[config.mk]
export PLATFORM = sky130hd
export DESIGN_NAME = ppa_multiword_seq
export DESIGN_NICKNAME = d
export VERILOG_FILES = /design/src/rtl/ppa_multiword_seq.sv
export SDC_FILE = /design/constraint.sdc
export NUM_CORES = 1
export LEC_CHECK = 0
export CAP_MARGIN = 20
export CORE_ASPECT_RATIO = 1.75
export CORE_UTILIZATION = 38
export CTS_BUF_LIST = sky130_fd_sc_hd__clkbuf_4 sky130_fd_sc_hd__clkbuf_8
export DETAILED_ROUTE_END_ITERATION = 10
export HOLD_SLACK_MARGIN = 0.02
export PLACE_DENSITY = 0.66
export RECOVER_POWER = 25
export SYNTH_ARGS = -nofsm -noshare
export SYNTH_HDL_FRONTEND = slang
export SYNTH_SLANG_ARGS = --single-unit
[constraint.sdc]
create_clock -name clk -period 3 [get_ports clk]
set_input_delay 0.6 -clock clk [delete_from_list [all_inputs] [get_ports clk]]
set_output_delay 0.6 -clock clk [all_outputs]
set_load 0.005 [all_outputs]
[src/rtl/ppa_multiword_seq.sv]
// Word-serial add/subtract sequencer that drives one external WIDTH-bit prefix adder,
// stepping LSW first through WORDS words and chaining the carry through a register.
module ppa_multiword_seq #(
    parameter int WIDTH = 21,
    parameter int WORDS = 4
) (
    input  logic                   clk,
    input  logic                   rst_n,
    input  logic                   in_valid,
    output logic                   in_ready,
    input  logic [WORDS*WIDTH-1:0] in_a,
    input  logic [WORDS*WIDTH-1:0] in_b,
    input  logic                   in_cin,
    input  logic                   in_sub,
    output logic                   out_valid,
    input  logic                   out_ready,
    output logic [WORDS*WIDTH-1:0] out_sum,
    output logic                   out_cout,
    output logic                   busy,
    output logic [WIDTH-1:0]       add_a,
    output logic [WIDTH-1:0]       add_b,
    output logic                   add_cin,
    input  logic [WIDTH-1:0]       add_s,
    input  logic                   add_cout
);

    localparam int N    = WORDS * WIDTH;
    localparam int IDXW = (WORDS > 1) ? $clog2(WORDS) : 1;
    localparam logic [IDXW-1:0] LAST_IDX = IDXW'(WORDS - 1);

    typedef enum logic [1:0] {
        S_IDLE = 2'd0,
        S_RUN  = 2'd1,
        S_DONE = 2'd2
    } state_t;

    state_t          state_q, state_d;
    logic [IDXW-1:0] idx_q, idx_d;
    logic            carry_q, carry_d;
    logic [N-1:0]    a_q, a_d;
    logic [N-1:0]    b_q, b_d;
    logic [N-1:0]    sum_q, sum_d;
    logic            cout_q, cout_d;
    logic            in_ready_q, in_ready_d;
    logic            out_valid_q, out_valid_d;
    logic            busy_q, busy_d;

    // Next-state and datapath update for the IDLE/RUN/DONE sequencer
    always_comb begin
        state_d = state_q;
        idx_d   = idx_q;
        carry_d = carry_q;
        a_d     = a_q;
        b_d     = b_q;
        sum_d   = sum_q;
        cout_d  = cout_q;
        case (state_q)
            S_IDLE: begin
                if (in_valid) begin
                    a_d = in_a;
                    // Subtract is A + ~B + 1, so the carry register seeds the +1
                    if (in_sub) begin
                        b_d     = ~in_b;
                        carry_d = 1'b1;
                    end else begin
                        b_d     = in_b;
                        carry_d = in_cin;
                    end
                    idx_d   = '0;
                    state_d = S_RUN;
                end else begin
                    state_d = S_IDLE;
                end
            end
            S_RUN: begin
                sum_d[idx_q*WIDTH +: WIDTH] = add_s;
                carry_d = add_cout;
                if (idx_q == LAST_IDX) begin
                    cout_d  = add_cout;
                    state_d = S_DONE;
                end else begin
                    idx_d = idx_q + IDXW'(1);
                end
            end
            S_DONE: begin
                if (out_ready) begin
                    state_d = S_IDLE;
                end else begin
                    state_d = S_DONE;
                end
            end
            default: begin
                state_d = S_IDLE;
            end
        endcase
        in_ready_d  = (state_d == S_IDLE);
        out_valid_d = (state_d == S_DONE);
        busy_d      = (state_d != S_IDLE);
    end

    // State, operand, result and handshake registers
    always_ff @(posedge clk or negedge rst_n) begin
        if (!rst_n) begin
            state_q     <= S_IDLE;
            idx_q       <= '0;
            carry_q     <= 1'b0;
            a_q         <= '0;
            b_q         <= '0;
            sum_q       <= '0;
            cout_q      <= 1'b0;
            in_ready_q  <= 1'b1;
            out_valid_q <= 1'b0;
            busy_q      <= 1'b0;
        end else begin
            state_q     <= state_d;
            idx_q       <= idx_d;
            carry_q     <= carry_d;
            a_q         <= a_d;
            b_q         <= b_d;
            sum_q       <= sum_d;
            cout_q      <= cout_d;
            in_ready_q  <= in_ready_d;
            out_valid_q <= out_valid_d;
            busy_q      <= busy_d;
        end
    end

    // Adder inputs come only from registers and stay quiet outside RUN
    always_comb begin
        add_a   = '0;
        add_b   = '0;
        add_cin = 1'b0;
        if (state_q == S_RUN) begin
            add_a   = a_q[idx_q*WIDTH +: WIDTH];
            add_b   = b_q[idx_q*WIDTH +: WIDTH];
            add_cin = carry_q;
        end else begin
            add_a   = '0;
            add_b   = '0;
            add_cin = 1'b0;
        end
    end

    assign in_ready  = in_ready_q;
    assign out_valid = out_valid_q;
    assign busy      = busy_q;
    assign out_sum   = sum_q;
    assign out_cout  = cout_q;

endmodule

**Yosys cells after proc, flatten, opt, wreduce, memory -nomap -nowiden**

Index checks and enable logic that the tools add are counted.

- Bitwise logic cells: 1
- Equal/unequal tests: 6
- Add/sub/neg operators: 2
- Muxes and demuxes: 15
- $mul: 1
- Reductions and logical operators: 8
- Shift operators: 4

Operators by type and width:

| cell | number |
|---|---|
| $shiftx 84x8->21 | 2 |
| $bwmux 84 | 1 |
| $mux 84 | 1 |
| $not 84->84 | 1 |
| $shift 21x34->84 const A | 1 |
| $shiftx 21x34->84 | 1 |
| $mux 21 | 2 |
| $neg 7->34 | 1 |
| $mux 2 | 4 |
| $mul 2x5->7 const B | 1 |
| $eq 2x2->1 const B | 3 |
| $pmux 2 s3 | 1 |
| $reduce_and 2->1 | 3 |
| $logic_not 2->1 | 2 |
| $mux 1 | 4 |
| $ne 2x2->1 const B | 2 |
| $pmux 2 s2 | 1 |
| $reduce_bool 2->1 | 2 |
| $reduce_and 3->1 | 1 |
| $add 2x1->2 const B | 1 |
| $eq 2x1->1 const B | 1 |
| $pmux 1 s2 | 1 |

- Bits of input ports: 196
- Word-level logic and storage cells: 47
- Bits in registers: 261

**Longest topological paths before layout**

- Depth in word-level cells: 4
- Depth in mapped cells: 8
- Depth with buffers taken out: 5

**Worst setup path before layout**

OpenSTA, ideal clock, no wires.

- Kind: flip-flop to output port
- Start: register idx_q[0]
- End: output port add_a[0]
- Data required time: 2400 ps
- Data arrival time: 1488 ps
- Setup slack: 912 ps
- Cell stages (with the launch flop): 5
- Cell sequence: dfrtp_1 -> clkbuf_1 -> buf_2 -> mux4_2 -> and2_1

- Cells in the longest elaborated chain, start to end: 3

Ends and longest elaborated chain:

| what | line | text |
|---|---|---|
| from (decl) | 38 | `logic [IDXW-1:0] idx_q, idx_d;` |
| from (signal assigned) | 116 | `idx_q <= idx_d;` |
| $mul 2x5->7 | 134 | `add_a = a_q[idx_q*WIDTH +: WIDTH];` |
| $shiftx 84x8->21 | 134 |  |
| $mux 21 | 133 | `if (state_q == S_RUN) begin` |
| to (decl) | 20 | `output logic [WIDTH-1:0] add_a,` |

No other way between the ends.

**Worst setup path after layout**

- Start: register idx_q[0]
- End: output port add_b[14]

- Cells in the longest elaborated chain, start to end: 3

Ends and longest elaborated chain:

| what | line | text |
|---|---|---|
| $mul 2x5->7 | 135 | `add_b = b_q[idx_q*WIDTH +: WIDTH];` |
| $shiftx 84x8->21 | 135 |  |
| $mux 21 | 133 |  |
| to (decl) | 21 | `output logic [WIDTH-1:0] add_b,` |

No other way between the ends.

==> summary.txt <==
Placed design
  – Placer congestion estimate: 0.798
  – IO buf count: 326
  – Cell Area, Placed: 15300 µm²
  – DP HPWL: 22.9 mm
  – Post-Place Cells: 1717

Logic synthesis
  – Cells after Synth: 1063
  – Number of flops mapped to enable cells by yosys: 0
  – Mapped Area: 11700 µm²
  – Synth warnings: 0
  – Async SR Flop Fraction: 100%
  – Seq/Total Area, Yosys: 55.7%
  – Post-synth top area share: 55.5%
  – Mean area per synthesized cell: 11.0 µm²
  – Yosys cell types: 32
  – Area leader, netlist: dfrtp_1
  – Ys flop type: dfrtp_1
  – Synth top area cells: dfrtp_1 (55%), nand2_1 (11%), mux4_2 (8.1%)
  – Seq cells post-synth: 261
  – Syn_nets: 1264

Timing
  – Clk_skew: 8.82 ps
  – Final Max Slew Viols: 0
  – Slew headroom: 12.5%
  – # setup viols final: 0
  – Max Clock Freq: 344 MHz
  – Unrepaired setup endpoints after global routing: no
  – Fin crit share: 97.0%
  – Fin. Hold Viols: 0
  – Sum Neg Setup Slack: 0 ps
  – Final min period: 2910 ps
  – Worst-Margin Slew: 1310 ps

Power and ir drop
  – PD cells: 975 nW/µm²
  – Peak VDD IR: 0.546 mV
  – PnR Total Power: 15.7 mW
  – Pleak: 7.36 nW

Detailed routing
  – DRC: 0
  – 1st-pass router iterations: 4
  – Initial DRC Count: 361
  – Routed via count divided by cell count: 4.94
  – Routed WL per cell: 18.3 µm
  – Vias post-DR: 8897
  – WL final: 33.0 mm
  – Antenna-violating nets left: 0

Clock network
  – TritonCTS clock tree: yes
  – Worst-skew pair later-pin latency: 560 ps
  – Root buffer cell: clkbuf_8
  – Clock Path Buffers: 3
  – Clock transition at path regs: 60 ps
  – CTS Sinks: 261
  – TritonCTS Buffers: 41
  – # H-tree levels: 2

Setup path
  – WP data arrival: 2310 ps
  – Worst r2r src: idx_q[1]
  – Crit path max-delay family: buffers and inverters
  – R2R Path End: out_sum[45]
  – R2R Setup Slk: 810 ps
  – Crit start category: flip-flop
  – CP bufs+invs: 2
  – WP data required: 2400 ps
  – CP max stage delay: 480 ps
  – Critical path class: flip-flop to output port
  – Reg2reg path depth: 7
  – Worst path cell trace: buf_12 -> mux4_2 -> and2_1 -> clkdlybuf4s50_1
  – Crit end category: output port
  – Slowest CP cell: mux4_2
  – Worst-path fanout max: 8

Layout
  – Fillers: 2698
  – Share of layout cells above drive strength 1: 11.4%
  – Final Cell Area: 16100 µm²
  – Area Growth Syn to Fin: 37.5%
  – Final std cells w/o fill: 1802
  – Post-route core utilization: 53.5%
  – Nets: 1577

Run
  – Max Cap Viol: 0

Min path
  – Hold endpoint: a_q[47]
  – Hold wc startpoint: a_q[47]
  – Hold depth: 2
  – Worst hold path type: flip-flop to flip-flop

Floorplanning
  – Die height: 234 µm
  – Die area: 31600 µm²
  – Row Count: 84
  – Initial Utilization: 38.9%
  – Die width: 135 µm
  – Core region area: 30200 µm²
  – # IOs: 327

GRT
  – Number of global-route vias before repair: 9462
  – Largest net degree at the start of global routing: 95
  – Initial antenna violation count: 6
  – First-pass GRT wire length: 51.9 mm
  – GR Overflow Total: 0
  – GRT Util Overall: 21.4%

Run status
  – Status: finished clean
## worst register-to-register path: stages (launching register included)
cell,delay [ps]
dfrtp_2,350
buf_4,350
inv_1,170
ha_1,440
nand2_1,130
nor4_4,160
buf_4,330
a22o_1,190
## per-stage QoR
step	worst slack [ps]	hold slack (ps)
after detailed placement	381	457
after CTS	-15.0	473
final	90.4	469
after global routing	3.99	485
after global placement	396	452
after floorplan	912	304
## state kept, by name (all words and copies together), names as in the netlist
name and flops:
state_q 2, out_cout 1, a_q 84, b_q 84, idx_q 2, carry_q 1
in_ready 1, busy 1, out_sum 84, out_valid 1
## area by class of cell
type / instances / area [µm²] / share of cell area, %
Timing Repair Buffer: 352 / 3520 / 21.8
Sequential cell: 261 / 6540 / 40.5
Antenna cell: 7 / 17.5 / 0.109
Clock buffer: 65 / 807 / 5.00
Multi-Input combinational cell: 715 / 4700 / 29.1
Inverter: 5 / 18.8 / 0.116
Tap cell: 387 / 484 / 3.00
Clock inverter: 10 / 60.1 / 0.372
## cell usage in the layout, fill, tap and decap left out, types with 2 or more instances in the layout
master	Yosys	layout
a22o_1	82	82
and2_1	42	42
buf_12	0	8
buf_4	6	16
clkbuf_4	0	16
clkbuf_8	0	51
clkdlybuf4s50_1	0	288
clkinv_2	0	7
dfrtp_1	260	257
dfrtp_2	0	2
diode_2	0	7
dlygate4sd2_1	0	34
dlymetal6s2s_1	0	2
ha_1	5	5
inv_1	5	5
inv_6	0	2
mux4_2	42	42
nand2_1	346	346
nand3_1	3	3
nand3b_1	3	3
nor2_1	3	3
nor3_2	0	2
nor4_4	2	2
o21ai_0	5	5
o21ai_1	82	82
o21ai_2	3	3
xnor2_1	84	84
## cells in the mapped netlist (all sizes together), types with 2 or more instances
master    n
a22o     82
and2     42
buf      52
clkbuf   30
dfrtp   260
ha        5
inv       5
mux4     42
nand2   346
nand3     3
nand3b    3
nor2      3
nor3      2
nor4      2
o21ai    90
xnor2    84
## power breakdown
group	switching, mW	internal [mW]	leakage [nW]	total (mW)
logic	3.02	3.62	3.56	6.63
registers	0.846	5.09	3.34	5.94
clock network	1.45	1.72	0.468	3.17
total	5.31	10.4	7.36	15.7
## per-layer routing
layer	vias up	track usage, %	wire, µm
met5	-	0	13
met4	2	11.7	1620
met3	88	4.33	1870
met2	295	37.1	17000
met1	4316	24.8	12500
li1	4196	-	-
## kinds of logic (layout without fill, tap and decap cells)
family | Yosys count | after routing | synth area share [%]
other | 0 | 7 | 0
buffers and inverters | 87 | 432 | 4.53
AO/OA/AOI/OAI | 176 | 176 | 10.3
flip-flops | 261 | 261 | 55.7
adder cells (fa/ha/maj) | 5 | 5 | 0.533
AND/OR/NAND/NOR | 408 | 408 | 14.6
XOR/XNOR | 84 | 84 | 6.27
multiplexers | 42 | 42 | 8.06
## worst max-delay path by stage
stage | slack, ps | cells past startpoint | start | end
after floorplan | 910 | 4 | idx_q[0] | add_a[0]
after global placement | 400 | 4 | idx_q[0] | add_a[8]
after detailed placement | 380 | 4 | idx_q[0] | add_a[8]
after CTS | -20 | 4 | idx_q[0] | add_b[18]
after global routing | 4 | 4 | idx_q[0] | add_b[14]
final | 90 | 4 | idx_q[0] | add_b[14]
## what timing repair did
item,in CTS,in global routing
setup buffers,1,1
hold endpoints to repair,48,0
gates resized for setup,35,6
hold buffers,1,0
setup endpoints to repair,34,9
Power figures use the tool's default switching activity.
